==> config.mk <==
export PLATFORM = sky130hd
export DESIGN_NAME = pipe_exmem
export DESIGN_NICKNAME = d
export VERILOG_FILES = /design/src/rtl/pipe_exmem.sv
export SDC_FILE = /design/constraint.sdc
export NUM_CORES = 1
export LEC_CHECK = 0
export CORE_MARGIN = 5
export CORE_UTILIZATION = 35
export DETAILED_ROUTE_END_ITERATION = 6
export PLACE_DENSITY = 0.77
export SETUP_SLACK_MARGIN = 0.15
export SLEW_MARGIN = 10
export SYNTH_ARGS = -nofsm -noshare
export SYNTH_HDL_FRONTEND = slang
export SYNTH_SLANG_ARGS = --single-unit
==> constraint.sdc <==
create_clock -name clk -period 2 [get_ports clk]
set_input_delay 0.4 -clock clk [delete_from_list [all_inputs] [get_ports clk]]
set_output_delay 0.4 -clock clk [all_outputs]
set_load 0.005 [all_outputs]
==> src/rtl/pipe_exmem.sv <==
// rtl/pipe_exmem.sv - EX/MEM pipeline register with address-error exception capture
// Optional feature macro: PIPE_EXMEM_ERRCNT_EN (adds err_cnt fault counter)
module pipe_exmem #(
  parameter int          ADDR_W   = 32,
  parameter int          DATA_W   = 32,
  parameter logic [4:0]  EXC_ADEL = 5'd4,
  parameter logic [4:0]  EXC_ADES = 5'd5
) (
  input  logic              clk,
  input  logic              rst,
  input  logic              stall,
  input  logic              flush,
  input  logic              ex_valid,
  input  logic              ex_wreg,
  input  logic              ex_m2reg,
  input  logic              ex_wmem,
  input  logic [4:0]        ex_rn,
  input  logic [DATA_W-1:0] ex_alu,
  input  logic [DATA_W-1:0] ex_sdata,
  input  logic              ex_w,
  input  logic              ex_h,
  input  logic              ex_bt,
  input  logic              ex_z,
  input  logic [ADDR_W-1:0] ex_pc,
  input  logic              mem_addr_err,
  input  logic              exc_ack,
  output logic              mem_valid,
  output logic              mem_wreg,
  output logic              mem_m2reg,
  output logic              mem_ram_ena,
  output logic              mem_ram_wena,
  output logic [4:0]        mem_rn,
  output logic [DATA_W-1:0] mem_addr,
  output logic [DATA_W-1:0] mem_sdata,
  output logic              mem_w,
  output logic              mem_h,
  output logic              mem_bt,
  output logic              mem_z,
  output logic [ADDR_W-1:0] mem_pc,
`ifdef PIPE_EXMEM_ERRCNT_EN
  output logic [15:0]       err_cnt,
`endif
  output logic              exc_req,
  output logic [4:0]        exc_code,
  output logic [ADDR_W-1:0] badvaddr,
  output logic [ADDR_W-1:0] epc
);

  typedef enum logic {S_RUN, S_PEND} state_t;

  state_t state;
  logic   wreg_q;
  logic   wmem_q;
  logic   mem_access;
  logic   fault;
  logic   load_bubble;
  logic   hold;

  // Derived strobes: a fault is only possible in RUN on a real memory access
  always_comb begin
    mem_access  = mem_m2reg | wmem_q;
    fault       = (state == S_RUN) & mem_valid & mem_access & mem_addr_err;
    // A fault or an unacknowledged exception overrides stall; flush wins over stall
    load_bubble = fault | ((state == S_PEND) & ~exc_ack) | flush;
    hold        = ~load_bubble & stall;
    mem_wreg    = wreg_q & ~(mem_addr_err & mem_access);
    mem_ram_ena  = mem_valid & mem_access;
    mem_ram_wena = mem_valid & wmem_q;
  end

  // Pipeline register: bubble clears control bits only, data fields keep their value
  always_ff @(posedge clk) begin
    if (rst) begin
      mem_valid <= 1'b0;
      wreg_q    <= 1'b0;
      mem_m2reg <= 1'b0;
      wmem_q    <= 1'b0;
      mem_rn    <= '0;
      mem_addr  <= '0;
      mem_sdata <= '0;
      mem_w     <= 1'b0;
      mem_h     <= 1'b0;
      mem_bt    <= 1'b0;
      mem_z     <= 1'b0;
      mem_pc    <= '0;
    end else if (load_bubble) begin
      mem_valid <= 1'b0;
      wreg_q    <= 1'b0;
      mem_m2reg <= 1'b0;
      wmem_q    <= 1'b0;
      mem_w     <= 1'b0;
      mem_h     <= 1'b0;
      mem_bt    <= 1'b0;
      mem_z     <= 1'b0;
    end else if (!hold) begin
      mem_valid <= ex_valid;
      wreg_q    <= ex_wreg;
      mem_m2reg <= ex_m2reg;
      wmem_q    <= ex_wmem;
      mem_rn    <= ex_rn;
      mem_addr  <= ex_alu;
      mem_sdata <= ex_sdata;
      mem_w     <= ex_w;
      mem_h     <= ex_h;
      mem_bt    <= ex_bt;
      mem_z     <= ex_z;
      mem_pc    <= ex_pc;
    end
  end

  // Exception FSM: capture fault details, hold the request until CP0 acknowledges
  always_ff @(posedge clk) begin
    if (rst) begin
      state    <= S_RUN;
      exc_req  <= 1'b0;
      exc_code <= 5'd0;
      badvaddr <= '0;
      epc      <= '0;
    end else begin
      case (state)
        S_RUN: begin
          if (fault) begin
            badvaddr <= mem_addr[ADDR_W-1:0];
            epc      <= mem_pc;
            exc_code <= wmem_q ? EXC_ADES : EXC_ADEL;
            exc_req  <= 1'b1;
            state    <= S_PEND;
          end
        end
        S_PEND: begin
          if (exc_ack) begin
            exc_req <= 1'b0;
            state   <= S_RUN;
          end
        end
        default: state <= S_RUN;
      endcase
    end
  end

`ifdef PIPE_EXMEM_ERRCNT_EN
  // Saturating count of fault-capture edges
  always_ff @(posedge clk) begin
    if (rst) begin
      err_cnt <= 16'd0;
    end else if (fault && err_cnt != 16'hFFFF) begin
      err_cnt <= err_cnt + 16'd1;
    end
  end
`endif

endmodule

; Yosys cells after proc, flatten, opt, wreduce, memory -nomap -nowiden
; Cells that the tools add are included.
[op_classes]
n_addsub = 0
multipliers = 0
n_div = 0
order_cmp = 0
eq_ne = 2
shift = 0
muxes = 7
n_bitwise = 17
n_reduce_logical = 4
[ops]
columns = cell, count
row1 = $and 1x1->1, 9
row2 = $reduce_and 2->1, 3
row3 = $mux 1, 5
row4 = $not 1->1, 5
row5 = $ne 2x2->1 const B, 2
row6 = $pmux 1 s2, 2
row7 = $or 1x1->1, 3
row8 = $reduce_or 2->1, 1
[word_totals]
regBits = 180
latchBits = 0
ramBits = 0
mem_bits_ro = 0
in_bits = 115
mem_count = 0

; Logic depth before layout (Yosys ltp)
; Gate-level depths: netlist (run 1).
[depth]
ltp_word = 10
ltp_mapped = 6
ltp_nobuf = 3

; Worst setup path before layout (run 1)
; Ideal clock, no wire load.
[synth_timing]
path_kind = register to output
start = register wmem_q
end = output mem_wreg
arrival_time_ns = 1.224
required_ns = 1.600
setup_slack_ns = 0.376
path_stages_with_launch = 6
n_path_buf = 3
cell_sequence = dfxtp_1 > or2_2 > clkbuf_1 > buf_2 > buf_2 > a21boi_1
[synth_via]
elab_chain_len = 4
[synth_rtl]
columns = item, line
row1 = "start, declared", 53  ; logic wmem_q;
row2 = "start signal, assigned", 99  ; wmem_q <= ex_wmem;
row3 = $or 1x1->1, 61  ; mem_access = mem_m2reg | wmem_q;
row4 = $and 1x1->1, 66  ; mem_wreg = wreg_q & ~(mem_addr_err & mem_access);
row5 = $not 1->1, 66
row6 = $and 1x1->1, 66
row7 = "end, declared", 28  ; output logic mem_wreg,
; Every way passes these cells.

; Final worst setup path (run 1)
[layout_timing]
start = register mem_m2reg
end = output mem_wreg
[layout_via]
elab_chain_len = 4
[layout_rtl]
columns = item, line
row1 = "start, declared", 29  ; output logic mem_m2reg,
row2 = "start signal, assigned", 98  ; mem_m2reg <= ex_m2reg;
row3 = $or 1x1->1, 61
row4 = $and 1x1->1, 66
row5 = $not 1->1, 66
row6 = $and 1x1->1, 66
; Every way passes these cells.

==> results.cfg, run 1 <==
[clock_network]
cts_buffer_depth = 2
cts_inserted_buffers = 17
htree_levels = 4
cts_sinks = 177
root_buffer = clkbuf_16
cts_hold_buffers = 0
post_cts_buffers = 0
worst_skew_pair.late_latency_ns = 0.42
clk_pin_slew_ns = 0.07
cts_tree = built

[final_layout]
final_core_util_pct = 53.3
area_delta_synth_final_pct = 50.8
nets = 1163
nFillCells = 1966
final_layout_size_suffix_gt1_share_pct = 6.03
antenna_cells = 0

[power]
p_per_area_nw_per_um2 = 715
p_leak_nw = 3.95
vdd_ir_drop_max_uv = 505

[placed_design]
globalplace.congestion = 0.762
dp_hpwl_microns = 15500
portBuffers = 291

[synth]
ys_types = 23
synth_edf_count = 0
synth-adder-area-share_pct = 0
syn_inst = 786
synth_compound_area_share_pct = 9.32
ys_warn_count = 0
synth_top_family_by_area = simple AND/OR/NAND/NOR gates
synth_xor_area_share_pct = 0
synth_area_sq_um = 7410
synthSimpleGateAreaFrac_pct = 22.8
ys_seq_area_share_pct = 47.8
synth-async-reset-ratio_pct = 0
synth.avg_cell_area_sq_um = 9.43
ys_ff_latch = 177
synth-main-ff-cell = dfxtp_1
synthMuxAreaShare_pct = 14.7

[grt]
first_global_vias = 6508
grtUsageTotal_pct = 17.9
grt_max_degree = 90
grt_pass1_wl_microns = 35100
antenna_found_initial = 1
grt_overflow = 0

[timing]
slew_headroom_pct = 46.9
clock_skew_ns = 0.00878
fin_tns_setup_ns = 0
fmax_mhz = 563
hold_viol_final = 0
period_share_pct = 88.8
period_needed_ns = 1.78
rsz0062_at_grt = false
setup_viol = 0
drv_slew = 0
worst_pin_slew_ns = 0.796

[floorplan]
dieHeight_microns = 155
ios = 295
fp.coreArea_sq_um = 21000
rows = 53
initial_core_util_pct = 35.4
die_w_microns = 155
fp.dieArea_sq_um = 24200

[min_path]
holdCritPathClass = input port to flop
holdPathStages = 2

[critical_path]
critPathLaunchType = flop
cp_max_fo = 3
worst_ep_required_time_ns = 1.60
rr_worst_depth = 4
cp.arrival_ns = 1.38
r2r_slack_ns = 0.43
crit_type = flop to output port
endpoint_kind = output port

[drt]
dr.first_iter.drc_count = 306
vias_per_cell = 4.84
drc = 0
wl_microns = 22300
detail-route-antenna-nets = 0
drt_pass1_iterations = 4
routed-via-count = 6465
wl_per_cell_microns = 16.7

[run_status]
status = finished clean

[flow_run]
maxCapViolCount = 0
[cell usage after synthesis (2+ instances only)]
master / n / area (sq um)
and2_1: 2 / 12.5
buf_2: 12 / 60.1
nand2_1: 4 / 15.0
buf_6: 11 / 124
nand2b_1: 203 / 1270
mux2i_1: 109 / 1090
clkbuf_1: 44 / 165
a21oi_1: 68 / 340
dfxtp_1: 177 / 3540
o21ai_0: 65 / 325
buf_1: 4 / 15.0
nor2_1: 11 / 41.3
buf_4: 3 / 22.5
nand3_1: 64 / 320
[repair_timing]
item | 4_1_cts | 5_1_grt
cloned | 0 | 0
gates resized for setup | 6 | 3
pin swaps | 0 | 1
setup endpoints to repair | 4 | 2
[power breakdown]
part           switching (mW)  internal (mW)  total, mW  leakage, nW
sequential             0.0800           3.64       3.72         1.44
clock                    1.48           1.81       3.29        0.280
combinational           0.381          0.593      0.974         2.23
[flip-flops by register name (all words and copies together), names as in the netlist]
register and cells:
mem_valid 1, mem_addr 32, exc_req 1, mem_h 1, mem_z 1, epc 32, badvaddr 32, mem_rn 5
state 1, mem_sdata 32, mem_bt 1, wmem_q 1, mem_m2reg 1, mem_pc 32, mem_w 1, wreg_q 1
exc_code 2
[per-stage QoR]
stage	cell area, sq um	instances	hold WS [ns]	setup slack [ns]	power [mW]
after floorplan	7420	788	0.453	0.376	4.20
after global placement	10600	1304	0.448	0.0954	4.77
after detailed placement	10600	1304	0.458	0.0352	4.78
after CTS	11200	1336	0.307	0.179	8.10
after global routing	11200	1336	0.330	0.166	8.33
final	11200	1336	0.328	0.225	7.98
[worst max-delay path, stage by stage, from the launching register on]
cell           delay (ns)
dfxtp_2              0.32
or2_4                0.27
a21boi_2             0.14
dlygate4sd2_1        0.24
[path summary, 6_finish.rpt]
| check | start | to |
|---|---|---|
| setup / recovery | mem_m2reg$_SDFFE_PP0N_ | mem_wreg |
| hold reg to reg | exc_req$_SDFFE_PP0P_ | exc_req$_SDFFE_PP0P_ |
| setup reg to reg | wmem_q$_SDFFE_PP0N_ | badvaddr[0]$_SDFFE_PP0P_ |
| hold / removal | rst | badvaddr[4]$_SDFFE_PP0P_ |
[logic make-up after synthesis]
logic type / after synthesis
AND/OR/NAND/NOR: 288
AO/OA/AOI/OAI: 136
multiplexers: 109
flip-flops: 177
other: 1
buffers and inverters: 75
[final cells by class]
class                           count  area (sq um)  area share [%]
Clock buffer                       20           457            4.09
Clock inverter                     12           123            1.10
Multi-Input combinational cell    536          3500            31.3
Sequential cell                   177          3550            31.7
Tap cell                          275           344            3.08
Timing Repair Buffer              316          3200            28.6
[per-layer routing]
layer	track usage (%)	share of wire, %
met5	0	0.090
met4	5.00	1.9
met3	6.68	9.2
met2	29.1	46
met1	22.4	42
[cells in the final DEF, fill, tap and decap left out]
master	netlist	final
a21boi_2	0	1
a21oi_1	68	68
and2_1	2	2
and3b_2	0	1
buf_12	0	8
buf_4	3	17
buf_6	11	1
bufinv_16	0	1
clkbuf_1	44	1
clkbuf_16	0	17
clkbuf_8	0	2
clkdlybuf4s15_1	0	1
clkdlybuf4s50_1	0	286
clkinv_2	0	1
clkinv_4	0	4
clkinvlp_4	0	2
conb_1	1	3
dfxtp_1	177	175
dfxtp_2	0	2
dlygate4sd2_1	0	3
inv_6	0	3
inv_8	0	1
mux2i_1	109	109
nand2_1	4	4
nand2b_1	203	203
nand3_1	64	64
nand3b_1	1	1
nor2_1	11	11
nor2_4	0	1
o211a_4	0	1
o211ai_1	1	1
o21ai_0	65	65
or2_4	0	1
Note: power is estimated with default switching activity, not from simulation.
==> run 2, diff against run 1 <==
--- a/config.mk
+++ b/config.mk
@@ -7,10 +7,12 @@
 export LEC_CHECK = 0
 export CORE_MARGIN = 5
 export CORE_UTILIZATION = 35
+export CTS_BUF_LIST = sky130_fd_sc_hd__clkbuf_8
 export DETAILED_ROUTE_END_ITERATION = 6
+export GPL_ROUTABILITY_DRIVEN = 0
 export PLACE_DENSITY = 0.77
 export SETUP_SLACK_MARGIN = 0.15
-export SLEW_MARGIN = 10
+export SLEW_MARGIN = 5
 export SYNTH_ARGS = -nofsm -noshare
 export SYNTH_HDL_FRONTEND = slang
 export SYNTH_SLANG_ARGS = --single-unit
==> run 2 against run 1 <==
Compared with the run above:
- via count shrank 0.62%
- die area is the same
- utilization shrank 0.88 points
- wire length shrank 0.25%
- count of clock-buffer cells in the layout shrank 1
- global-route usage is essentially flat
- non-clock buffer count is the same
- critical path type unchanged
- highest routed layer unchanged
==> results.cfg, run 2 (same netlist as run 1, synthesis figures left out) <==
[drt]
wl_met2_microns = 10400
wl_per_cell_microns = 16.6
detail-route-antenna-nets = 0
wl_met1_microns = 9370
top_layer = met5
wl_microns = 22200
vias_per_cell = 4.81
routed-via-count = 6425
met3_wirelength_microns = 2010
drc = 0
dr.first_iter.drc_count = 263
drt_pass1_iterations = 4

[critical_path]
crit_family = buffers and inverters
critPathLaunchType = flop
critPathCapture = mem_addr[7]
cp.arrival_ns = 1.37
rr_worst_depth = 4
cp_max_fo = 3
cpMaxStageDelayCell = clkdlybuf4s50_1
regToRegEndpoint = badvaddr[0]$_SDFFE_PP0P_
critPathBufInv = 1
path_cells = clkdlybuf4s50_1
crit_type = flop to output port
startpoint = mem_addr[7]$_SDFFE_PP0P_
r2r_slack_ns = 0.43
cp.depth = 1
rr_startpoint = wmem_q$_SDFFE_PP0N_
slowest_delay_ns = 0.53
worst_ep_required_time_ns = 1.60
endpoint_kind = output port

[timing]
period_share_pct = 88.7
clock_skew_ns = 0.0133
slew_headroom_pct = 46.2
fmax_mhz = 564
worst_pin_slew_ns = 0.807
drv_slew = 0
period_needed_ns = 1.77
rsz0062_at_grt = true
fin_tns_setup_ns = 0
hold_viol_final = 0
setup_viol = 0

[clock_network]
clk_pin_slew_ns = 0.10
cts_tree = built
cts_inserted_buffers = 17
root_buffer = clkbuf_8
cts_buffer_depth = 2
htree_levels = 4
worst_skew_pair.late_latency_ns = 0.44
cts_sinks = 177

[final_layout]
antenna_cells = 0
final_core_util_pct = 52.4
final_layout_size_suffix_gt1_share_pct = 6.50
most-common-layout-cells = 284 x clkdlybuf4s50_1, 203 x nand2b_1, 171 x dfxtp_1
area_delta_synth_final_pct = 48.3
mostFrequentLayoutCell = clkdlybuf4s50_1
nets = 1163
stdcell_count = 1336

[floorplan]
rows = 53
fp.coreArea_sq_um = 21000
die_w_microns = 155
initial_core_util_pct = 35.4
ios = 295
fp.dieArea_sq_um = 24200
dieHeight_microns = 155

[placed_design]
placed_cells = 1304
portBuffers = 291
dp_hpwl_microns = 15500

[grt]
grt_max_degree = 90
first_global_vias = 6502
grt_pass1_wl_microns = 35100
antenna_found_initial = 1
grtUsageTotal_pct = 17.9
grt_overflow = 0

[power]
p_per_area_nw_per_um2 = 650
p_leak_nw = 3.91
vdd_ir_drop_max_uv = 387

[run_status]
status = finished clean

[flow_run]
maxCapViolCount = 0

[min_path]
holdCritPathClass = input port to flop
-- run 2: cell count changes in the layout (fill, tap and decap cells not counted), moves of 2 or more --
cell             delta
clkbuf_16          -17
clkbuf_8           +17
dfxtp_1             -4
dfxtp_2             +4
clkdlybuf4s50_1     -2
dlymetal6s2s_1      +2
-- run 2: metal layers --
metal | up-vias | track usage, %
met5 | - | 0
met4 | 2 | 4.88
met3 | 27 | 6.59
met2 | 240 | 29.1
met1 | 3011 | 22.3
li1 | 3145 | -
-- run 2: area by class of cell --
| cell class | instances | area (sq um) |
|---|---|---|
| clock buffer | 19 | 262 |
| clock inverter | 13 | 126 |
| tap | 275 | 344 |
| timing repair buffer | 316 | 3200 |
| fill | 1989 | 9970 |
| sequential | 177 | 3550 |
| multi-input combinational | 536 | 3500 |
-- run 2: what timing repair did --
item / CTS / global route
pin swaps: 1 / 1
hold buffers: 0 / 0
setup buffers: 0 / 0
endpoints found under the setup margin: 5 / 7
resized for setup: 9 / 8
-- run 2: how the worst min path moves through the flow --
stage | from | end | slack (ns) | cells past startpoint
detailed placement | exc_code[2]$_SDFFE_PP0P_ | exc_code[2]$_SDFFE_PP0P_ | 0.46 | 2
finish | rst | badvaddr[4]$_SDFFE_PP0P_ | 0.31 | 2
global placement | exc_code[2]$_SDFFE_PP0P_ | exc_code[2]$_SDFFE_PP0P_ | 0.45 | 2
CTS | rst | badvaddr[4]$_SDFFE_PP0P_ | 0.26 | 2
global route | rst | badvaddr[15]$_SDFFE_PP0P_ | 0.28 | 2
floorplan | exc_req$_SDFFE_PP0P_ | exc_req$_SDFFE_PP0P_ | 0.45 | 2
-- run 2: power breakdown --
group,internal [mW],leakage (nW),switching (mW)
logic,0.593,2.27,0.381
clock network,1.08,0.196,1.37
registers,3.64,1.44,0.0794
-- run 2: stage by stage --
step / hold slack, ns / setup slack (ns) / power, mW / area [sq um]
after floorplan: 0.453 / 0.376 / 4.20 / 7420
after global placement: 0.448 / 0.0954 / 4.77 / 10600
after detailed placement: 0.458 / 0.0352 / 4.78 / 10600
after CTS: 0.265 / 0.153 / 7.26 / 11000
after global routing: 0.282 / 0.147 / 7.49 / 11000
final: 0.309 / 0.226 / 7.14 / 11000
==> run 3, diff against run 2 <==
--- a/config.mk
+++ b/config.mk
@@ -6,11 +6,11 @@
 export NUM_CORES = 1
 export LEC_CHECK = 0
 export CORE_MARGIN = 5
-export CORE_UTILIZATION = 35
+export CORE_UTILIZATION = 45
 export CTS_BUF_LIST = sky130_fd_sc_hd__clkbuf_8
 export DETAILED_ROUTE_END_ITERATION = 6
 export GPL_ROUTABILITY_DRIVEN = 0
-export PLACE_DENSITY = 0.77
+export PLACE_DENSITY = 0.93
 export SETUP_SLACK_MARGIN = 0.15
 export SLEW_MARGIN = 5
 export SYNTH_ARGS = -nofsm -noshare
==> run 3 against run 2 <==
Compared with the run above:
- sequential power hardly changed
- maximum frequency down 1.4%
- count of clock-buffer cells in the layout decreased by 2
- final cell count down 3.9%
- die area is 21% lower
==> results.cfg, run 3 (same netlist as run 1, synthesis figures left out) <==
[run_status]
status = finished clean

[drt]
drc = 0
detail-route-antenna-nets = 0
wl_microns = 22400
routed-via-count = 6581
drt_pass1_iterations = 7
vias_per_cell = 5.13
wl_per_cell_microns = 17.5
dr.first_iter.drc_count = 396

[clock_network]
htree_levels = 4
cts_hold_buffers = 0
root_buffer = clkbuf_8
cts_inserted_buffers = 17
clk_pin_slew_ns = 0.09
cts_sinks = 177
cts_tree = built
cts_buffer_depth = 2
worst_skew_pair.late_latency_ns = 0.47

[critical_path]
crit_type = flop to output port
cp.arrival_ns = 1.40
slowest_delay_ns = 0.54
rr_worst_depth = 6
worst_ep_required_time_ns = 1.60
startpoint = mem_pc[4]$_SDFFE_PP0P_
rr_startpoint = mem_m2reg$_SDFFE_PP0N_
cp_max_fo = 3
cpMaxStageDelayCell = clkdlybuf4s50_1
cp.depth = 1
crit_family = buffers and inverters
critPathLaunchType = flop
critPathBufInv = 1
endpoint_kind = output port
path_cells = clkdlybuf4s50_1

[grt]
first_global_vias = 6709
grt.met3_usage_pct = 8.74
grtUsageMet1_pct = 26.4
grt_max_degree = 68
grtUsageMet2_pct = 37.7
grtUsageTotal_pct = 22.7
grt_overflow = 0
busiest_layer = met2
antenna_found_initial = 0
grt_pass1_wl_microns = 35600

[floorplan]
initial_core_util_pct = 45.3
dieHeight_microns = 138
fp.coreArea_sq_um = 16300
ios = 295
rows = 47
die_w_microns = 138
fp.dieArea_sq_um = 19100

[power]
p_leak_nw = 4.01
vdd_ir_drop_max_uv = 383
p_per_area_nw_per_um2 = 648

[timing]
period_share_pct = 90.0
period_needed_ns = 1.80
fmax_mhz = 556
worst_pin_slew_ns = 0.644
fin_tns_setup_ns = 0
drv_slew = 0
setup_viol = 0
clock_skew_ns = 0.0101
hold_viol_final = 0
rsz0062_at_grt = false
slew_headroom_pct = 57.1

[final_layout]
final_layout_size_suffix_gt1_share_pct = 7.33
area_delta_synth_final_pct = 48.1
final_area_sq_um = 11000
nFillCells = 1305
antenna_cells = 0
most-common-layout-cells = 279 x clkdlybuf4s50_1, 203 x nand2b_1, 164 x dfxtp_1
nets = 1166
final_core_util_pct = 67.1
mostFrequentLayoutCell = clkdlybuf4s50_1

[min_path]
holdPathStages = 2
holdCritStartpoint = rst
holdCritPathClass = input port to flop

[placed_design]
dpl_cell_area_sq_um = 10600
portBuffers = 291
dp_hpwl_microns = 16300

[flow_run]
maxCapViolCount = 0
==> run 3: cell count changes in the layout (fill, tap and decap cells not counted), moves of 2 or more <==
cell / previous run / this run
dfxtp_1: 171 / 164
dfxtp_2: 6 / 12
clkdlybuf4s50_1: 284 / 279
dlymetal6s2s_1: 2 / 7
buf_12: 8 / 10
clkbuf_8: 19 / 17
clkinv_2: 1 / 3
clkinv_4: 4 / 2
inv_1: 1 / 3
inv_6: 3 / 1
==> run 3: layer usage <==
layer / part of all wire, % / vias to the layer above
met1: 40 / 3111
li1: - / 3145
met4: 3.0 / 0
met5: 0 / -
met3: 8.9 / 46
met2: 48 / 279
==> run 3: path summary, 6_finish.rpt <==
path                                             endpoint  slack [ns]
worst max register to register     mem_valid$_SDFFE_PP0N_        0.29
worst max-delay path                            mem_pc[4]        0.20
worst min-delay path            badvaddr[15]$_SDFFE_PP0P_        0.29
worst min register to register       exc_req$_SDFFE_PP0P_        0.46
==> run 3: worst register-to-register path: cells and delay by family (launching register included) <==
family	cells	cell delay, ns
buffers and inverters	3	0.87
AO/OA/AOI/OAI	1	0.20
flip-flops	1	0.36
AND/OR/NAND/NOR	2	0.21
==> run 3: final cells by class <==
type                       instances  area (sq um)  share of cell area, %
clock buffer                      17           234                   2.13
clock inverter                    15           146                   1.33
multi-input combinational        536          3500                   31.9
sequential                       177          3560                   32.5
tap                              220           275                   2.51
timing repair buffer             319          3250                   29.7
==> run 3: timing repair <==
item	in CTS	in global routing
setup buffers	1	0
resized for setup	14	18
setup endpoints to repair	9	16
cloned	0	0
pin swaps	0	0
==> run 3: per-stage QoR <==
| step | instances | worst slack [ns] | power (mW) | hold slack (ns) |
|---|---|---|---|---|
| finish | 1284 | 0.200 | 7.11 | 0.292 |
| global route | 1284 | 0.151 | 7.42 | 0.286 |
| CTS | 1284 | 0.0977 | 7.19 | 0.252 |
| detailed placement | 1251 | -0.0447 | 4.78 | 0.455 |
| global placement | 1251 | 0.0575 | 4.76 | 0.443 |
| floorplan | 788 | 0.376 | 4.20 | 0.453 |
==> run 3: report_power, final <==
part	total (mW)	leakage [nW]	internal, mW	switching, mW
registers	3.72	1.45	3.64	0.0842
logic	0.983	2.37	0.601	0.382
clock network	2.41	0.197	1.10	1.30
